## config.mk

```make
export PLATFORM = sky130hd
export DESIGN_NAME = we_seq_ctrl
export DESIGN_NICKNAME = d
export VERILOG_FILES = /design/src/rtl/we_pkg.sv /design/src/rtl/we_edge_det.sv /design/src/rtl/we_seq_ctrl.sv
export SDC_FILE = /design/constraint.sdc
export NUM_CORES = 1
export LEC_CHECK = 0
export ABC_AREA = 1
export CORE_ASPECT_RATIO = 1.4
export CORE_MARGIN = 1
export CORE_UTILIZATION = 45
export CTS_CLUSTER_DIAMETER = 40
export CTS_CLUSTER_SIZE = 40
export DETAILED_ROUTE_END_ITERATION = 10
export PLACE_DENSITY_LB_ADDON = 0.2
export RECOVER_POWER = 25
export SLEW_MARGIN = 10
export SYNTH_ARGS = -nofsm -noshare
export SYNTH_HDL_FRONTEND = slang
export SYNTH_SLANG_ARGS = --single-unit
```

## constraint.sdc

```tcl
create_clock -name clk -period 6.5 [get_ports clk]
set_input_delay 1.3 -clock clk [delete_from_list [all_inputs] [get_ports clk]]
set_output_delay 1.3 -clock clk [all_outputs]
set_load 0.02 [all_outputs]
```

## src/rtl/we_pkg.sv

```systemverilog
// Shared encodings and width defaults for the WETOP sequencer and the OKTOP status packing.
package we_pkg;
  localparam int RUN_W_DEF = 16;
  localparam int CNT_W_DEF = 32;

  localparam logic [2:0] ST_IDLE      = 3'd0;
  localparam logic [2:0] ST_CFG       = 3'd1;
  localparam logic [2:0] ST_CFG_WAIT  = 3'd2;
  localparam logic [2:0] ST_TRIG      = 3'd3;
  localparam logic [2:0] ST_TASK_WAIT = 3'd4;
  localparam logic [2:0] ST_GAP       = 3'd5;
  localparam logic [2:0] ST_FLUSH     = 3'd6;
  localparam logic [2:0] ST_ERR       = 3'd7;

  typedef enum logic [2:0] {
    S_IDLE      = ST_IDLE,
    S_CFG       = ST_CFG,
    S_CFG_WAIT  = ST_CFG_WAIT,
    S_TRIG      = ST_TRIG,
    S_TASK_WAIT = ST_TASK_WAIT,
    S_GAP       = ST_GAP,
    S_FLUSH     = ST_FLUSH,
    S_ERR       = ST_ERR
  } we_state_e;
endpackage

```

## src/rtl/we_edge_det.sv

```systemverilog
// Registers a WETOP status level and flags the cycle after it goes low->high.
module we_edge_det (
  input  logic clk,
  input  logic rst_n,
  input  logic d,
  output logic rise
);
  logic q, q_d;

  always_ff @(posedge clk or negedge rst_n) begin
    if (!rst_n) begin
      q   <= 1'b0;
      q_d <= 1'b0;
    end else begin
      q   <= d;
      q_d <= q;
    end
  end

  assign rise = q & ~q_d;
endmodule

```

## src/rtl/we_seq_ctrl.sv

```systemverilog
// WETOP measurement scheduler: one config load, N task runs separated by a gap,
// per-phase timeout, progress and error status for the WireOuts.
module we_seq_ctrl
  import we_pkg::*;
#(
  parameter int RUN_W = RUN_W_DEF,
  parameter int CNT_W = CNT_W_DEF
) (
  input  logic             clk,
  input  logic             rst_n,
  input  logic             start,
  input  logic             abort,
  input  logic             cfg_skip,
  input  logic             flush_en,
  input  logic [RUN_W-1:0] n_runs,
  input  logic [CNT_W-1:0] gap_cycles,
  input  logic [CNT_W-1:0] timeout_cycles,
  input  logic             done_spi,
  input  logic             done_task,
  input  logic             full_ppfifo,
  output logic             trigger_config,
  output logic             trigger_task,
  output logic             force_flip,
  output logic             busy,
  output logic             seq_done,
  output logic             err_timeout,
  output logic [RUN_W-1:0] run_cnt,
  output logic [RUN_W-1:0] full_cnt,
  output logic [2:0]       state
);
  we_state_e        st;
  logic             spi_e, task_e, full_e;
  logic [RUN_W-1:0] n_lat;
  logic             flush_lat;
  logic [CNT_W-1:0] cnt;
  logic [CNT_W-1:0] cnt_inc;
  logic [RUN_W-1:0] run_inc;
  logic             to_hit;

  we_edge_det u_spi  (.clk(clk), .rst_n(rst_n), .d(done_spi),    .rise(spi_e));
  we_edge_det u_task (.clk(clk), .rst_n(rst_n), .d(done_task),   .rise(task_e));
  we_edge_det u_full (.clk(clk), .rst_n(rst_n), .d(full_ppfifo), .rise(full_e));

  // one counter serves both the wait timeout and the gap, they never overlap
  assign cnt_inc = cnt + CNT_W'(1);
  assign run_inc = run_cnt + RUN_W'(1);
  assign to_hit  = (timeout_cycles != '0) && (cnt_inc == timeout_cycles);
  assign state   = st;

  always_ff @(posedge clk or negedge rst_n) begin
    if (!rst_n) begin
      st             <= S_IDLE;
      busy           <= 1'b0;
      trigger_config <= 1'b0;
      trigger_task   <= 1'b0;
      force_flip     <= 1'b0;
      seq_done       <= 1'b0;
      err_timeout    <= 1'b0;
      run_cnt        <= '0;
      n_lat          <= '0;
      flush_lat      <= 1'b0;
      cnt            <= '0;
    end else begin
      trigger_config <= 1'b0;
      trigger_task   <= 1'b0;
      force_flip     <= 1'b0;
      seq_done       <= 1'b0;
      if (abort) begin
        st   <= S_IDLE;
        busy <= 1'b0;
      end else begin
        case (st)
          S_IDLE, S_ERR: if (start) begin
            n_lat       <= n_runs;
            flush_lat   <= flush_en;
            run_cnt     <= '0;
            err_timeout <= 1'b0;
            cnt         <= '0;
            if (n_runs == '0) begin
              st       <= S_IDLE;
              busy     <= 1'b0;
              seq_done <= 1'b1;
            end else if (cfg_skip) begin
              st           <= S_TRIG;
              busy         <= 1'b1;
              trigger_task <= 1'b1;
            end else begin
              st             <= S_CFG;
              busy           <= 1'b1;
              trigger_config <= 1'b1;
            end
          end
          S_CFG: begin
            st  <= S_CFG_WAIT;
            cnt <= '0;
          end
          S_CFG_WAIT: begin
            if (spi_e) begin
              st           <= S_TRIG;
              trigger_task <= 1'b1;
            end else if (to_hit) begin
              st          <= S_ERR;
              err_timeout <= 1'b1;
            end else cnt <= cnt_inc;
          end
          S_TRIG: begin
            st  <= S_TASK_WAIT;
            cnt <= '0;
          end
          S_TASK_WAIT: begin
            if (task_e) begin
              run_cnt <= run_inc;
              if (run_inc == n_lat) begin
                seq_done <= 1'b1;
                if (flush_lat) begin
                  st         <= S_FLUSH;
                  force_flip <= 1'b1;
                end else begin
                  st   <= S_IDLE;
                  busy <= 1'b0;
                end
              end else begin
                st  <= S_GAP;
                cnt <= '0;
              end
            end else if (to_hit) begin
              st          <= S_ERR;
              err_timeout <= 1'b1;
            end else cnt <= cnt_inc;
          end
          // stays gap_cycles+1 cycles so done->trigger spacing is gap_cycles+3
          S_GAP: begin
            if (cnt >= gap_cycles) begin
              st           <= S_TRIG;
              trigger_task <= 1'b1;
            end else cnt <= cnt_inc;
          end
          S_FLUSH: begin
            st   <= S_IDLE;
            busy <= 1'b0;
          end
          default: begin
            st   <= S_IDLE;
            busy <= 1'b0;
          end
        endcase
      end
    end
  end

  always_ff @(posedge clk or negedge rst_n) begin
    if (!rst_n) full_cnt <= '0;
    else if ((st == S_IDLE || st == S_ERR) && start && !abort) full_cnt <= '0;
    else if (st != S_IDLE && full_e && full_cnt != '1) full_cnt <= full_cnt + RUN_W'(1);
  end
endmodule

```

# Word-level counts from Yosys, hierarchy flattened
# Index checks and enable logic that the tools add are counted.
totals:
  register_bits: 96
op_classes:
  n_eq_ne: 21
  mux: 58
  n_addsub: 3
  order_cmp: 1
  bitwise_logic: 7
  reduce_logical: 24
ops:
  columns: ["operator", "n"]
  rows:
  - ["$mux W32", 6]
  - ["$pmux W32 S5", 1]
  - ["$mux W16", 4]
  - ["$add A16 B1 Y16 const B", 2]
  - ["$add A32 B1 Y32 const B", 1]
  - ["$eq A32 B32 Y1", 1]
  - ["$ge A32 B32 Y1", 1]
  - ["$pmux W16 S2", 1]
  - ["$reduce_bool A32 Y1", 1]
  - ["$mux W1", 31]
  - ["$mux W3", 8]
  - ["$pmux W3 S7", 1]
  - ["$ne A3 B3 Y1 const B", 6]
  - ["$eq A16 B16 Y1", 1]
  - ["$logic_not A16 Y1", 1]
  - ["$ne A16 B16 Y1 const B", 1]
  - ["$eq A3 B3 Y1 const B", 4]
  - ["$ne A2 B2 Y1 const B", 5]
  - ["$reduce_and A5 Y1", 2]
  - ["$pmux W1 S3", 3]
  - ["$eq A3 B2 Y1 const B", 2]
  - ["$reduce_and A6 Y1", 1]
  - ["$reduce_bool A3 Y1", 2]
  - ["$logic_and A1 B1 Y1", 5]
  - ["15 further kinds", 23]

# Logic depth before layout (Yosys ltp)
# Gate-level depths: netlist of run 1.
depth:
  depth_word: 7
  ltp_mapped: 20

# Modules after synthesis
# From an unflattened synthesis of run 1, not the netlist that was laid out.
hier_totals:
  cells_unflattened: 1479
  area_unflattened_um2: 8767.2
modules_own_cells:
  columns: ["module", "area_each_um2", "seq_area_each_um2", "instances", "cells_each"]
  rows:
  - ["we_seq_ctrl", 8587.0, 2252.2, 1, 1467]
  - ["we_edge_det", 60.1, 50.0, 3, 4]

# Worst setup path before layout of run 1
# No wires, ideal clock.
synth_timing:
  path_type: "input to register"
  from: "in gap_cycles[31]"
  to: "reg cnt[15]"
  arrival_time_ns: 2.915
  setup_ns: 0.117
  path_buffers: 1
  stages: 14
  path_slack_ns: 3.467
  cell_sequence: "inv_1 ha_1 nand4_1 inv_1 nand2_1 nor4_1 nand4_1 nand3_1 nand2_1 nand3_1 nor2_1 buf_4 nand3_1 nand2_1"
synth_via:
  elab_chain_len: 3
synth_rtl:
  columns: ["item", "line", "rtl"]
  rows:
  - ["start, declared", "we_seq_ctrl.sv:16", "input logic [CNT_W-1:0] gap_cycles,"]
  - ["$ge A32 B32 Y1", "we_seq_ctrl.sv:133", "if (cnt >= gap_cycles) begin"]
  - ["$ne A2 B2 Y1 (no source line)", null, null]
  - ["$reduce_and A6 Y1 (no source line)", null, null]
  - ["end signal, assigned", "we_seq_ctrl.sv:104", "end else cnt <= cnt_inc;"]
  - ["end signal, assigned", "we_seq_ctrl.sv:129", "end else cnt <= cnt_inc;"]
  - ["end signal, assigned", "we_seq_ctrl.sv:136", "end else cnt <= cnt_inc;"]
  - ["end, declared", "we_seq_ctrl.sv:35", "logic [CNT_W-1:0] cnt;"]
# Every way passes these cells.
# A chain may end at the register's enable or synchronous reset.

==> key figures, run 1 <==
Run status
  – Outcome: finished, violations left
  – Violated checks: capacitance limit, slew limit

STA
  – Setup TNS: 0 ns
  – Fin crit share: between 60% and 70%
  – Clock Skew: 0.01427 ns
  – RSZ-0062 raised after global routing: no
  – F_max: 0.2443 GHz
  – Final Hold Vio Count: 0
  – Final slew viol count: 99
  – Rel. slew slack: -50.73%
  – Hold Slack: about 0.37 ns
  – Clock period minus worst slack: 4.094 ns
  – Final setup viols: 0
  – Tightest Pin Transition: 2.261 ns

Yosys
  – Seq/Total Area, Yosys: 27.27%
  – Post-synthesis mux area share: 0%
  – Post-Synth Adder-Cell Area: between 4 and 5%
  – Synth cell types: 43
  – Avg Inst Size Synth: 5.996 um2
  – Largest family of logic cells by synthesized area: simple AND/OR/NAND/NOR gates
  – Simple-Gate Fraction of Synth Area: 49.59%
  – EDFF count, synth: 0
  – Post-synthesis sequential element count: 96
  – Mapped Nets: 1593
  – Compound-gate portion of the synthesized area: ~6.7%
  – Post-synth top flop: dfrtp_1
  – FFs w/ async S/R, synth: 100.0%
  – Post-Syn Area: between 0.008 and 0.009 mm2
  – Yosys warning count: 0
  – Post-Syn Instances: 1469
  – Post-Synth XOR/XNOR Area: 0.8949%

Worst setup path
  – CP Capture Type: asynchronous set/reset pin
  – CP required: 6.69 ns
  – Largest stage delay, worst path: ~1.6 ns
  – Crit path max-delay family: buffers and inverters
  – CP Class: in -> async
  – Worst-path fanout max: 57
  – Crit-path cells: clkbuf_1 > clkbuf_2
  – Startpoint types: input port
  – Bufs and invs on worst path: 2
  – Critical path's slowest cell: clkbuf_1
  – WP data arrival: 4.28 ns

CTS
  – Clock transition at the registers of the reported paths: 0.08 ns
  – Clock Sinks: 96
  – Htree depth: 3
  – CTS tree: built
  – CTS Hold Bufs: 0
  – CTS resizes: 0
  – Cts bufs inserted: 9
  – Root buf cell: clkbuf_16
  – Worst-Skew Late Latency: 0.35 ns
  – CTS max path bufs: 2
  – Setup Buffers After CTS: 0

Placed design
  – Post-DP HPWL: 22.31 mm
  – Port bufs: 129
  – Routability cong.: 0.9270

Global route
  – Vias in the first global route: ~9300
  – First-pass GRT wire length: 46.07 mm
  – GRT Util Overall: 29.18%
  – Initial antenna violation count: 0
  – Grt ovf: 0
  – Largest net degree at the start of global routing: 58

Route
  – Mean number of vias per cell: about 5.4
  – Routed length per placed instance: 15.78 um
  – WL met2: 14.27 mm
  – Vias: slightly below 10000
  – Met3 WL: 1.919 mm
  – Wire length on met1: 11.56 mm
  – Starting DRT DRC Count: between 600 and 700
  – Top Metal Used: met4
  – Total wire length: between 20 and 30 mm
  – Drt pass-1 iters: 5
  – DR DRC count: 0
  – Post-DRT Antenna Nets: 0

Floorplanning
  – Die span in y: 167.5 um
  – Die X-Extent: roughly 120 um
  – I/O pin cnt: 130
  – Initial Util: a little under half
  – Row count: 60
  – Die area: 0.02015 mm2
  – Core Footprint: a little under 0.02 mm2

Power
  – Power Internal: 1216 uW
  – Comb pwr share: 38.3%
  – Lkg Pwr: 0.005515 uW
  – PD cells: 196.0 mW/mm2
  – Worst VDD drop: ~0.13 mV
  – Switch share: 41.50%
  – Clock power share: between 20% and 30%
  – Reg power frac: a little over a third
  – P_sw: about 860 uW

Final layout
  – Area Overhead vs Synth: 20.43%
  – Most frequent cells in the layout: nand2_1, inv_1, nand3_1, nor2_1, clkdlybuf4s50_1
  – Share of cells above drive strength 1: 4.585%
  – Nets: 1711
  – Fillers: slightly above 2000
  – Multi-input gate area: ~0.0055 mm2
  – Storage element area: 0.002402 mm2
  – Commonest non-fill, non-tap cell in the layout: nand2_1
  – Ant diodes: 0

Run
  – Maxcap violations: 2

Min path
  – HP Class: reg -> reg
-- per-stage QoR --
stage,power [uW],instances,util [%],setup WS (ns),cell area (um2)
detailed placement,1548,1824,53.74,1.962,10330
global route,2217,1840,55.20,1.797,10610
finish,2079,1840,55.20,2.406,10610
global placement,1538,1824,53.74,2.106,10330
floorplan,1254,1469,-,3.467,8808
CTS,2088,1840,55.23,2.332,10610
-- power by group through the flow --
stage	Combinational (uW)	Clock, uW	Sequential, uW
floorplan	487	0	767
global placement	785	0	753
detailed placement	793	0	755
CTS	796	547	744
global route	894	567	756
finish	797	537	745
-- Yosys cell counts (7+ instances only) --
master,instances,area share [%]
nand3b_1,14,1.2
ha_1,35,5.0
nor2_2,10,0.71
nor3_1,21,1.2
nand2_2,12,0.85
nand3_1,183,10
nor2_1,146,6.2
nand2_1,528,22
buf_2,10,0.57
a21oi_1,35,2.0
xor2_1,7,0.70
nand4_1,46,3.3
o22ai_1,12,0.85
clkbuf_1,14,0.60
inv_1,207,8.8
dfrtp_1,96,27
o21ai_0,41,2.3
-- layout make-up --
class                      instances  share of cell area [%]
multi-input combinational       1134                   51.75
sequential                        96                   22.65
timing repair buffer             135                   12.51
inverter                         211                   7.466
tap                              248                   2.925
clock buffer                       9                   2.123
clock inverter                     7                  0.5780
-- path summary, 6_finish.rpt --
path,start,endpoint,slack [ns],cells after the start
min reg2reg,u_full.q,u_full.q_d,0.37,0
min in group asynchronous,rst_n,cnt[23],1.61,1
min,u_full.q,u_full.q_d,0.37,0
max reg2reg,cnt[16],cnt[7],2.91,17
max,rst_n,state[1],2.41,2
max in group clk,gap_cycles[31],cnt[18],2.43,16
-- logic make-up (layout without fill, tap and decap cells) --
group                    count (synthesis)  after routing
buffers and inverters                  239            362
adder cells (fa/ha/maj)                 35             35
flip-flops                              96             96
AND/OR/NAND/NOR                        984            984
AO/OA/AOI/OAI                          106            106
XOR/XNOR                                 9              9
-- per-layer routing --
| metal | GRT usage (%) | vias to the layer above |
|---|---|---|
| li1 | - | 4945 |
| met1 | 34.56 | 4497 |
| met2 | 51.02 | 364 |
| met3 | 4.768 | 79 |
| met4 | 13.53 | 0 |
| met5 | 0 | - |
-- flip-flops by register name, indices dropped and copies added, names as in the netlist --
register        cells
busy                1
cnt                32
err_timeout         1
flush_lat           1
force_flip          1
full_cnt           16
n_lat              16
run_cnt            16
seq_done            1
state               3
trigger_config      1
trigger_task        1
u_full.q            1
u_full.q_d          1
u_spi.q             1
u_spi.q_d           1
u_task.q            1
u_task.q_d          1
Power figures use the tool's default switching activity.
==> inputs of run 2 (changes only) <==
Clock period 6.5 ns to 4 ns, I/O delays scaled along.
==> key figures, run 2 (synthesized netlist as in run 1, its figures left out) <==
Final layout
  – Max reg flops: 32
  – Ant diodes: 0
  – Multi-input gate area: 0.005489 mm2
  – Post-route cell area: 0.01070 mm2
  – Share of cells above drive strength 1: 5.125%
  – Storage element area: ~0.0024 mm2
  – Most frequent cells in the layout: nand2_1, inv_1, nand3_1, nor2_1, clkdlybuf4s50_1
  – Area Overhead vs Synth: 21.43%
  – Commonest non-fill, non-tap cell in the layout: nand2_1
  – Nets: 1719
  – Fillers: 2016
  – Top reg by flops: cnt

CTS
  – Clock transition at the registers of the reported paths: 0.07 ns
  – Clock Sinks: 96
  – Cts bufs inserted: 9
  – CTS Hold Bufs: 0
  – Setup Buffers After CTS: 0
  – CTS max path bufs: 2
  – CTS tree: built
  – CTS resizes: 0
  – Htree depth: 3
  – Root buf cell: clkbuf_16
  – Worst-Skew Late Latency: roughly 0.36 ns

Route
  – Post-DRT Antenna Nets: 0
  – Routed length per placed instance: roughly 16 um
  – DR DRC count: 0
  – Mean number of vias per cell: 5.411
  – Total wire length: 28.81 mm
  – Vias: 10000
  – Starting DRT DRC Count: 701
  – Drt pass-1 iters: 5

STA
  – Final slew viol count: 97
  – Hold Slack: 0.3764 ns
  – Clock Skew: 0.008870 ns
  – RSZ-0062 raised after global routing: no
  – Final Hold Vio Count: 0
  – Clock period minus worst slack: 3.164 ns
  – F_max: 0.3161 GHz
  – Tightest Pin Transition: 2.571 ns
  – Final setup viols: 0
  – Rel. slew slack: -71.38%
  – Fin crit share: 79.09%
  – Setup TNS: 0 ns

Worst setup path
  – CP Capture Type: flip-flop
  – CP Class: in -> reg
  – Worst-path fanout max: 32
  – Startpoint types: input port
  – WP data arrival: 3.41 ns
  – Cell count of the worst reg-to-reg path: 18
  – CP required: 4.25 ns

Global route
  – Initial antenna violation count: 0
  – Largest net degree at the start of global routing: between 90 and 100
  – GRT Util Overall: 29.65%
  – Grt ovf: 0
  – First-pass GRT wire length: 46.95 mm
  – Vias in the first global route: 9646

Power
  – Lkg Pwr: 0.005570 uW
  – Worst VDD drop: approximately 0.26 mV
  – PD cells: 323.0 mW/mm2
  – Final Power: 3455 uW

Floorplanning
  – Die X-Extent: 120.2 um
  – Row count: 60
  – Initial Util: 45.83%
  – Core Footprint: 0.01922 mm2
  – Die span in y: 167.5 um
  – I/O pin cnt: 130
  – Die area: 0.02015 mm2

Placed design
  – Area post-placement: 0.01040 mm2
  – Port bufs: 129
  – Post-DP HPWL: 21.86 mm
  – Routability cong.: about 0.98

Min path
  – HP Class: reg -> reg
  – Worst Hold Path Cells: 0

Run status
  – Violated checks: capacitance limit, slew limit
  – Outcome: finished, violations left

Run
  – Maxcap violations: 1
==> run 2: changes by cell type in the layout (fill, tap and decap cells not counted) <==
cell,delta
buf_4,+8
clkinv_2,-1
clkbuf_4,+1
clkbuf_1,-1
inv_6,-1
bufinv_16,+1
clkinv_4,+1
==> run 2: final timing paths <==
kind	start	end	slack [ns]
min reg2reg	u_task.q	u_task.q_d	0.38
max in group asynchronous	rst_n	cnt[28]	1.15
max	gap_cycles[31]	cnt[25]	0.84
min	u_task.q	u_task.q_d	0.38
min in group asynchronous	rst_n	cnt[23]	1.29
max reg2reg	cnt[0]	cnt[0]	0.88
==> run 2: where the power goes <==
| part | switching, uW | internal, uW |
|---|---|---|
| logic | 855 | 447 |
| registers | 112 | 1100 |
| clock network | 444 | 500 |
==> run 2: cell type report <==
class                      instances  share of cell area [%]
inverter                         211                   7.404
sequential                        96                   22.46
multi-input combinational       1134                   51.32
clock buffer                       9                   2.106
clock inverter                     7                  0.8071
timing repair buffer             143                   13.01
tap                              248                   2.901
==> run 2: metal layers <==
layer | routed length [um] | vias to the layer above | share of wire, % | GRT usage, %
met5 | 0 | - | 0 | 0
met2 | 14210 | 378 | 49 | 51.00
met4 | 1534 | 0 | 5.3 | 17.23
li1 | - | 4968 | - | -
met1 | 11160 | 4552 | 39 | 34.65
met3 | 1911 | 102 | 6.6 | 4.530
==> run 2: critical path: stages <==
cell and delay, ns:
clkdlybuf4s50_1 0.45, inv_1 0.04, ha_1 0.30, nand4_1 0.10, inv_1 0.08, nand2_1 0.09, nor4_1 0.29, buf_4 0.21
nand4_1 0.14, nand3_1 0.15, nand2_1 0.06, nand3_1 0.16, nor2_2 0.04, buf_4 0.26, nand3_1 0.14, nand2_1 0.06
==> run 2: metrics by stage <==
| stage | util, % | instances | setup WS [ns] |
|---|---|---|---|
| CTS | 55.74 | 1848 | 0.8338 |
| global route | 55.66 | 1848 | 0.6005 |
| floorplan | - | 1469 | 1.467 |
| detailed placement | 54.11 | 1832 | 0.4517 |
| global placement | 54.11 | 1832 | 0.4445 |
| finish | 55.66 | 1848 | 0.8365 |
